File: src/rtl/regfile_write_queue.sv
// Write queue feeding the 32x8 register file port, with read-after-write bypass for decode.
// Optional feature: define RFWQ_BYPASS_EN to return bypass data; otherwise only hit flags are reported.
module regfile_write_queue #(
  parameter int DEPTH    = 4,
  parameter int PTR_W    = 2,
  parameter int MATCH_W  = 5,
  parameter int FLAG_REG = 3
) (
  input  logic             clk,
  input  logic             rst,
  input  logic             inValid,
  output logic             inReady,
  input  logic [7:0]       inAddr,
  input  logic [7:0]       inData,
  input  logic [6:0]       inFlags,
  input  logic             hold,
  output logic [7:0]       A3,
  output logic [7:0]       WriteData,
  output logic [6:0]       Flag_input,
  output logic             regWriteEnable,
  input  logic [7:0]       rdAddr1,
  input  logic [7:0]       rdAddr2,
  output logic             byp1Hit,
  output logic             byp2Hit,
  output logic [7:0]       byp1Data,
  output logic [7:0]       byp2Data,
  output logic [PTR_W:0]   count,
  output logic             empty
);

  typedef enum logic [1:0] {IDLE = 2'd0, DRAIN = 2'd1, STALL = 2'd2} state_t;

  logic [7:0]       q_addr  [DEPTH];
  logic [7:0]       q_data  [DEPTH];
  logic [6:0]       q_flags [DEPTH];
  logic [PTR_W-1:0] head;
  logic [PTR_W-1:0] tail;
  logic [PTR_W:0]   count_next;
  logic             push;
  logic             pop;
  state_t           state;
  state_t           state_next;

  assign inReady = (count != (PTR_W+1)'(DEPTH));
  assign empty   = (count == {(PTR_W+1){1'b0}}) && !regWriteEnable;
  assign push    = inValid && inReady;
  assign pop     = !hold && (count != {(PTR_W+1){1'b0}});

  // Queue storage, pointers and occupancy
  always_ff @(posedge clk or posedge rst) begin
    if (rst) begin
      head  <= {PTR_W{1'b0}};
      tail  <= {PTR_W{1'b0}};
      count <= {(PTR_W+1){1'b0}};
      for (int i = 0; i < DEPTH; i++) begin
        q_addr[i]  <= 8'h00;
        q_data[i]  <= 8'h00;
        q_flags[i] <= 7'h00;
      end
    end else begin
      if (push) begin
        q_addr[tail]  <= inAddr;
        q_data[tail]  <= inData;
        q_flags[tail] <= inFlags;
        tail          <= tail + PTR_W'(1);
      end
      if (pop) begin
        head <= head + PTR_W'(1);
      end
      count <= count_next;
    end
  end

  // Register file write stage: strobe is a single-cycle pulse per popped entry
  always_ff @(posedge clk or posedge rst) begin
    if (rst) begin
      A3             <= 8'h00;
      WriteData      <= 8'h00;
      Flag_input     <= 7'h00;
      regWriteEnable <= 1'b0;
    end else if (pop) begin
      A3             <= q_addr[head];
      WriteData      <= q_data[head];
      Flag_input     <= q_flags[head];
      regWriteEnable <= 1'b1;
    end else begin
      regWriteEnable <= 1'b0;
    end
  end

  // Drain FSM state register
  always_ff @(posedge clk or posedge rst) begin
    if (rst) begin
      state <= IDLE;
    end else begin
      state <= state_next;
    end
  end

  // Occupancy update and drain FSM next state
  always_comb begin
    count_next = count;
    state_next = state;
    case ({push, pop})
      2'b10:   count_next = count + (PTR_W+1)'(1);
      2'b01:   count_next = count - (PTR_W+1)'(1);
      default: count_next = count;
    endcase
    case (state)
      IDLE: begin
        if (push) begin
          state_next = hold ? STALL : DRAIN;
        end else begin
          state_next = IDLE;
        end
      end
      DRAIN: begin
        if (hold) begin
          state_next = STALL;
        end else if (count_next == {(PTR_W+1){1'b0}}) begin
          state_next = IDLE;
        end else begin
          state_next = DRAIN;
        end
      end
      STALL: begin
        if (hold) begin
          state_next = STALL;
        end else if (count_next == {(PTR_W+1){1'b0}}) begin
          state_next = IDLE;
        end else begin
          state_next = DRAIN;
        end
      end
      default: state_next = IDLE;
    endcase
  end

`ifdef RFWQ_BYPASS_EN
  // Oldest-to-youngest scan so the youngest matching write is left in val; reading
  // the flag register hits every pending write and returns its flags.
  function automatic logic [8:0] bypass_lookup(input logic [7:0] rd);
    logic             hit;
    logic [7:0]       val;
    logic             flag_sel;
    logic [PTR_W-1:0] idx;
    flag_sel = (rd == 8'(FLAG_REG));
    hit      = 1'b0;
    val      = 8'h00;
    if (regWriteEnable && (flag_sel || (A3[MATCH_W-1:0] == rd[MATCH_W-1:0]))) begin
      hit = 1'b1;
      val = flag_sel ? {1'b0, Flag_input} : WriteData;
    end
    for (int i = 0; i < DEPTH; i++) begin
      idx = head + PTR_W'(i);
      if (((PTR_W+1)'(i) < count) &&
          (flag_sel || (q_addr[idx][MATCH_W-1:0] == rd[MATCH_W-1:0]))) begin
        hit = 1'b1;
        val = flag_sel ? {1'b0, q_flags[idx]} : q_data[idx];
      end
    end
    return {hit, val};
  endfunction

  assign {byp1Hit, byp1Data} = bypass_lookup(rdAddr1);
  assign {byp2Hit, byp2Data} = bypass_lookup(rdAddr2);
`else
  function automatic logic bypass_hit(input logic [7:0] rd);
    logic             hit;
    logic             flag_sel;
    logic [PTR_W-1:0] idx;
    flag_sel = (rd == 8'(FLAG_REG));
    hit      = regWriteEnable && (flag_sel || (A3[MATCH_W-1:0] == rd[MATCH_W-1:0]));
    for (int i = 0; i < DEPTH; i++) begin
      idx = head + PTR_W'(i);
      if (((PTR_W+1)'(i) < count) &&
          (flag_sel || (q_addr[idx][MATCH_W-1:0] == rd[MATCH_W-1:0]))) begin
        hit = 1'b1;
      end
    end
    return hit;
  endfunction

  assign byp1Hit  = bypass_hit(rdAddr1);
  assign byp2Hit  = bypass_hit(rdAddr2);
  assign byp1Data = 8'h00;
  assign byp2Data = 8'h00;
`endif

endmodule

File: config.mk
export PLATFORM = sky130hd
export DESIGN_NAME = regfile_write_queue
export DESIGN_NICKNAME = d
export VERILOG_FILES = /design/src/rtl/regfile_write_queue.sv
export SDC_FILE = /design/constraint.sdc
export NUM_CORES = 1
export LEC_CHECK = 0
export CELL_PAD_IN_SITES_DETAIL_PLACEMENT = 1
export CELL_PAD_IN_SITES_GLOBAL_PLACEMENT = 2
export CORE_MARGIN = 2
export CORE_UTILIZATION = 25
export CTS_BUF_LIST = sky130_fd_sc_hd__clkbuf_4 sky130_fd_sc_hd__clkbuf_8 sky130_fd_sc_hd__clkbuf_16
export DETAILED_ROUTE_END_ITERATION = 8
export GPL_ROUTABILITY_DRIVEN = 0
export PLACE_DENSITY_LB_ADDON = 0.08
export SYNTH_ARGS = -nofsm -noshare
export SYNTH_HDL_FRONTEND = slang
export SYNTH_SLANG_ARGS = --single-unit
File: constraint.sdc
create_clock -name clk -period 4.7 [get_ports clk]
set_input_delay 0.705 -clock clk [delete_from_list [all_inputs] [get_ports clk]]
set_output_delay 0.705 -clock clk [all_outputs]
set_load 0.005 [all_outputs]
==> results of run 1 <==
[cells by family (layout without fill, tap and decap cells)]
| group | count (synthesis) | count (layout) | synth area share |
|---|---|---|---|
| compound gates | 24 | 24 | 0.0222 |
| xor+xnor | 57 | 57 | 0.0796 |
| fa+ha+maj | 9 | 9 | 0.0169 |
| other cells | 1 | 16 | 0.000564 |
| buf+inv | 55 | 125 | 0.0504 |
| mux | 174 | 174 | 0.331 |
| flops | 123 | 123 | 0.463 |
| simple gates | 51 | 51 | 0.0369 |
[final cells by class]
cell class              count  area, um2  share of cell area
multi-input cells         331       3310               0.400
clock buffers              20        454              0.0550
inverters                   9       36.3             0.00440
well taps                 335        419              0.0508
flip-flops and latches    123       3080               0.373
clock inverters            12        146              0.0177
repair buffers             84        813              0.0985
[state kept, by name, summed over array words and instances (netlist names)]
name            flops
A3                  8
Flag_input          7
WriteData           8
count               3
head                2
q_addr             32
q_data             32
q_flags            28
regWriteEnable      1
tail                2
[layout by cell type, fill, tap and decap left out, types with 2 or more instances in the layout]
cell type / count
clkdlybuf4s50_1: 73
xnor2_1: 33
mux2i_2: 5
ha_1: 9
nor2_1: 11
inv_1: 7
clkinv_2: 5
mux2_2: 125
clkbuf_4: 2
mux4_2: 18
xor2_1: 20
xor2_2: 3
buf_4: 11
nand2_1: 17
a21oi_1: 6
nand3_1: 2
mux2_4: 4
clkinvlp_4: 3
nor4_1: 9
mux2i_1: 19
clkbuf_16: 17
o21ai_0: 8
nor3_1: 4
conb_1: 16
dfrtp_1: 121
o31ai_1: 3
or4_1: 2
bufinv_16: 3
nand4_1: 4
dfrtp_2: 2
mux2i_4: 3
[stage by stage]
stage	worst slack [ns]	utilization	instance area, um2	instances	total power, W
after floorplan	0.724	-	6710	509	0.00411
after global placement	0.801	0.294	7650	882	0.00499
after detailed placement	0.796	0.294	7650	882	0.00505
after CTS	0.338	0.317	8260	914	0.00645
after global routing	0.270	0.317	8260	914	0.00678
final	0.464	0.317	8260	914	0.00631
[path summary, 6_finish.rpt]
path                                       start                        end  slack (ns)  cells past startpoint
min reg2reg                q_addr[5]$_DFFE_PP0P_      q_addr[5]$_DFFE_PP0P_        0.50                      1
min in group asynchronous                    rst  Flag_input[4]$_DFFE_PP0P_        0.75                      2
min                        q_addr[5]$_DFFE_PP0P_      q_addr[5]$_DFFE_PP0P_        0.50                      1
max                          head[1]$_DFFE_PP0P_                    byp1Hit        0.46                      7
max reg2reg                 count[1]$_DFFE_PP0P_    q_flags[13]$_DFFE_PP0P_        2.02                      7
max in group asynchronous                    rst     q_addr[21]$_DFFE_PP0P_        2.98                      3
[where the power goes]
group          switching, W  total, W  internal, W
Sequential         0.000421   0.00203      0.00161
Combinational       0.00126   0.00292      0.00167
Clock              0.000491   0.00135     0.000855
Total               0.00217   0.00631      0.00413
[metal layers]
metal | vias to the layer above | track usage | wire, um
met4 | 0 | 0.0371 | 192
met2 | 77 | 0.221 | 8620
met3 | 16 | 0.0288 | 538
met5 | - | 0 | 0
li1 | 1880 | - | -
met1 | 2134 | 0.171 | 8280
==> flow_metrics.env, run 1 <==
export IMPL_grt_pass1_vias=4583
export IMPL_drc_errors=0
export IMPL_crit_slowest_cell="dfrtp_2"
export IMPL_clock_path_buffers=2
export IMPL_start_util=0.255
export IMPL_path_buf_inv=1
export IMPL_grt_util_all_layers=0.132
export IMPL_p_leak_nw=3.38
export IMPL_worst_setup_path_type="flop to output pin"
export IMPL_clock_latency_ns=0.42
export IMPL_htree_levels=4
export IMPL_die_w_um=167
export IMPL_grt_pass1_wl_um=27700
export IMPL_synth_top_flop_cell="dfrtp_1"
export IMPL_synth_cells=494
export IMPL_antenna_found_initial=0
export IMPL_grt_overflow_total=0
export IMPL_cts_hold_fix_buffers=0
export IMPL_setup_viol=0
export IMPL_die_y_um=167
export IMPL_critPathArrivalTime_ns=3.53
export IMPL_ys_warn_count=0
export IMPL_firstDrtPassIters=4
export IMPL_drive_above_1_share=0.359
export IMPL_fin_crit_sh=0.901
export IMPL_report_final_slew_viol_count=0
export IMPL_vias=4107
export IMPL_rsz0062_at_grt="no"
export IMPL_portBuffers=73
export IMPL_cts_resized=0
export IMPL_yosys_top_cells_count="125 x mux2_2, 123 x dfrtp_1, 33 x xnor2_1, 20 x buf_2, 20 x xor2_1"
export IMPL_fin_skew_ns=0.0103
export IMPL_path_delay_family="flip-flops"
export IMPL_hp_class="flop to flop"
export IMPL_max_stage_delay_ns=0.87
export IMPL_grt_max_degree=55
export IMPL_outcome="finished, final reports clean"
export IMPL_drtIter0Drc=120
export IMPL_drv_cap=0
export IMPL_n_antenna_cell=0
export IMPL_core_mm2=0.0261
export IMPL_routedWlPerCell_um=19.3
export IMPL_cts_tree="done"
export IMPL_clk_pin_slew_ns=0.06
export IMPL_hpwl_um=12300
export IMPL_syn_to_final_growth_pct=24.1
export IMPL_syn_area_per_cell_um2=13.5
export IMPL_synth_area_mm2=0.00665
export IMPL_drt_total_wl_um=17600
export IMPL_synth_cell_types=39
export IMPL_die_area_mm2=0.0279
export IMPL_ys_seq_area_frac=0.463
export IMPL_cts_setup_buffers=0
export IMPL_ys_async_sr_fraction=1.00
export IMPL_fin_crit_ns=4.24
export IMPL_ir_drop_uv=214
export IMPL_synth_top_cell_area_share=0.463
export IMPL_row_count=59
export IMPL_synth_edf_count=0
export IMPL_fin_setup_tns_ns=0
export IMPL_crit_required_ns=3.99
export IMPL_nFillCells=2807
export IMPL_holdWs_ns=0.501
export IMPL_io_pin_count=90
export IMPL_root_buffer="clkbuf_16"
export IMPL_avgViaCountPerCell=4.49
export IMPL_yosysMostFrequentCell="mux2_2"
export IMPL_antenna_left=0
export IMPL_cts_sinks=123
export IMPL_ys_ff_latch=123
export IMPL_fin_nets=618
export IMPL_crit_fanout=27
export IMPL_cts_buffers=17
export IMPL_critPathCaptureType="output pin"
export IMPL_path_common_cell="mux2_2"
export IMPL_synth_area_leaders="dfrtp_1 46%, mux2_2 21%, mux4_2 6.1%"
export IMPL_synth_area_leader_cell="dfrtp_1"
export IMPL_fmax_mhz=236
export IMPL_hold_viol_final=0
export IMPL_relSlewSlack=0.473
export IMPL_cp_cell_sequence="mux2_2 > mux2_2 > xnor2_1 > nand4_1 > o31ai_1 > or4_1 > clkdlybuf4s50_1"
export IMPL_startpoint_type="flop"
export IMPL_powerDensity_mw_per_mm2=764
export IMPL_worst_slew_pin_slew_ns=0.790
Note: power is estimated with default switching activity, not from simulation.
==> run 2: changes to the inputs <==
Settings changed: GPL_TIMING_DRIVEN from default to 1.
==> results of run 2 <==
Final layout, timing and power as in run 1 (identical DEF).
==> run 3: changes to the inputs <==
Settings changed: CORE_ASPECT_RATIO from default to 0.6, CORE_UTILIZATION 25 to 38.
==> flow_metrics.env, run 3 (synthesis gave the netlist of run 1 again) <==
export IMPL_critPathCaptureType="output pin"
export IMPL_grt_util_all_layers=0.187
export IMPL_vias=4145
export IMPL_htree_levels=4
export IMPL_clk_pin_slew_ns=0.06
export IMPL_clock_latency_ns=0.41
export IMPL_fin_nets=618
export IMPL_crit_slowest_cell="dfrtp_2"
export IMPL_portBuffers=73
export IMPL_die_w_um=175
export IMPL_reg_top3="q_addr: 32 flops, q_data: 32 flops, q_flags: 28 flops"
export IMPL_cts_sinks=123
export IMPL_grt_overflow_total=0
export IMPL_cp_cell_sequence="mux2_2 > mux2i_1 > xor2_1 > nand2_1 > nor2_1 > or4_1 > clkdlybuf4s50_1"
export IMPL_drt_total_wl_um=16200
export IMPL_ir_drop_uv=271
export IMPL_n_antenna_cell=0
export IMPL_hp_class="flop to flop"
export IMPL_drc_errors=0
export IMPL_root_buffer="clkbuf_16"
export IMPL_fin_crit_ns=4.12
export IMPL_rsz0062_at_grt="no"
export IMPL_powerDensity_mw_per_mm2=779
export IMPL_p_leak_nw=3.38
export IMPL_crit_path_start="head[1]$_DFFE_PP0P_"
export IMPL_fin_skew_ns=0.0102
export IMPL_reg2reg_depth=7
export IMPL_worst_setup_path_type="flop to output pin"
export IMPL_setup_viol=0
export IMPL_io_pin_count=90
export IMPL_report_final_slew_viol_count=0
export IMPL_routedWlPerCell_um=19.9
export IMPL_final_common_cell="mux2_2"
export IMPL_antenna_left=0
export IMPL_hpwl_um=11400
export IMPL_hold_viol_final=0
export IMPL_die_y_um=106
export IMPL_start_util=0.388
export IMPL_firstDrtPassIters=4
export IMPL_max_stage_delay_ns=0.81
export IMPL_relSlewSlack=0.503
export IMPL_holdWs_ns=0.501
export IMPL_total_power_w=0.00634
export IMPL_startpoint_type="flop"
export IMPL_cts_buffers=17
export IMPL_grt_pass1_wl_um=26100
export IMPL_r2r_start="count[0]$_DFFE_PP0P_"
export IMPL_worst_slew_pin_slew_ns=0.744
export IMPL_cts_hold_fix_buffers=0
export IMPL_antenna_found_initial=1
export IMPL_outcome="finished, final reports clean"
export IMPL_cts_setup_buffers=0
export IMPL_row_count=37
export IMPL_grt_max_degree=57
export IMPL_crit_path_end="byp2Hit"
export IMPL_drv_cap=0
export IMPL_critPathArrivalTime_ns=3.41
export IMPL_layout_common_cells="125 x mux2_2, 121 x dfrtp_1, 73 x clkdlybuf4s50_1"
export IMPL_cts_tree="done"
export IMPL_crit_required_ns=3.99
export IMPL_crit_fanout=25
export IMPL_ff2ff_setup_slack_ns=2.15
export IMPL_core_mm2=0.0171
export IMPL_cts_resized=0
export IMPL_r2r_end="q_data[31]$_DFFE_PP0P_"
export IMPL_avgViaCountPerCell=5.10
export IMPL_syn_to_final_growth_pct=22.4
export IMPL_die_area_mm2=0.0186
export IMPL_fin_crit_sh=0.876
export IMPL_grt_pass1_vias=4525
export IMPL_drive_above_1_share=0.358
export IMPL_drtIter0Drc=208
export IMPL_clock_path_buffers=2
export IMPL_fin_setup_tns_ns=0
export IMPL_fmax_mhz=243
run 3: cell count changes in the layout (fill, tap and decap cells not counted):
cell / delta
clkbuf_8: +1
clkinv_4: +2
clkinv_2: -4
inv_6: +2
clkbuf_4: -2
run 3: per-layer routing:
layer | global-route usage | wire length, um | vias to the layer above
met3 | 0.0544 | 871 | 9
met4 | 0.0399 | 96 | 0
met1 | 0.278 | 8450 | 2160
met2 | 0.270 | 6740 | 97
li1 | - | - | 1879
met5 | 0 | 0 | -
run 3: worst max-delay path: cells and delay by family, from the launching register on:
| family | cells | cell delay, ns |
|---|---|---|
| DFF | 1 | 0.81 |
| and+or+nand+nor | 3 | 0.76 |
| buffers and inverters | 1 | 0.49 |
| muxes | 2 | 0.83 |
| xor gates and xnor gates | 1 | 0.12 |
run 3: area by class of cell:
class                           instances  area, um2
Clock buffer                           19        453
Clock inverter                         12        161
Fill cell                            1734       8990
Inverter                                9       36.3
Multi-Input combinational cell        331       3310
Sequential cell                       123       3080
Tap cell                              234        293
Timing Repair Buffer                   84        813
run 3: metrics by stage:
step | area, um2 | utilization | setup WS [ns] | cells
2_1_floorplan | 6710 | - | 0.724 | 509
4_1_cts | 8140 | 0.475 | 0.606 | 812
3_5_place_dp | 7530 | 0.440 | 0.960 | 781
3_3_place_gp | 7530 | 0.440 | 0.961 | 781
5_1_grt | 8140 | 0.475 | 0.481 | 812
6_report | 8140 | 0.475 | 0.583 | 812
run 3: worst min path at each step:
stage                                  startpoint                      end  slack, ns  cells after the start
after CTS                 q_flags[12]$_DFFE_PP0P_  q_flags[12]$_DFFE_PP0P_       0.50                      1
after detailed placement  q_flags[24]$_DFFE_PP0P_  q_flags[24]$_DFFE_PP0P_       0.49                      1
after global routing      q_flags[12]$_DFFE_PP0P_  q_flags[12]$_DFFE_PP0P_       0.52                      1
final                     q_flags[17]$_DFFE_PP0P_  q_flags[17]$_DFFE_PP0P_       0.50                      1
after floorplan            q_addr[13]$_DFFE_PP0P_   q_addr[13]$_DFFE_PP0P_       0.47                      1
after global placement      q_data[8]$_DFFE_PP0P_    q_data[8]$_DFFE_PP0P_       0.48                      1
run 3: where the power goes:
| group | total [W] | internal, W | switching (W) |
|---|---|---|---|
| registers | 0.00205 | 0.00161 | 0.000439 |
| clock network | 0.00136 | 0.000865 | 0.000495 |
| logic | 0.00293 | 0.00166 | 0.00127 |
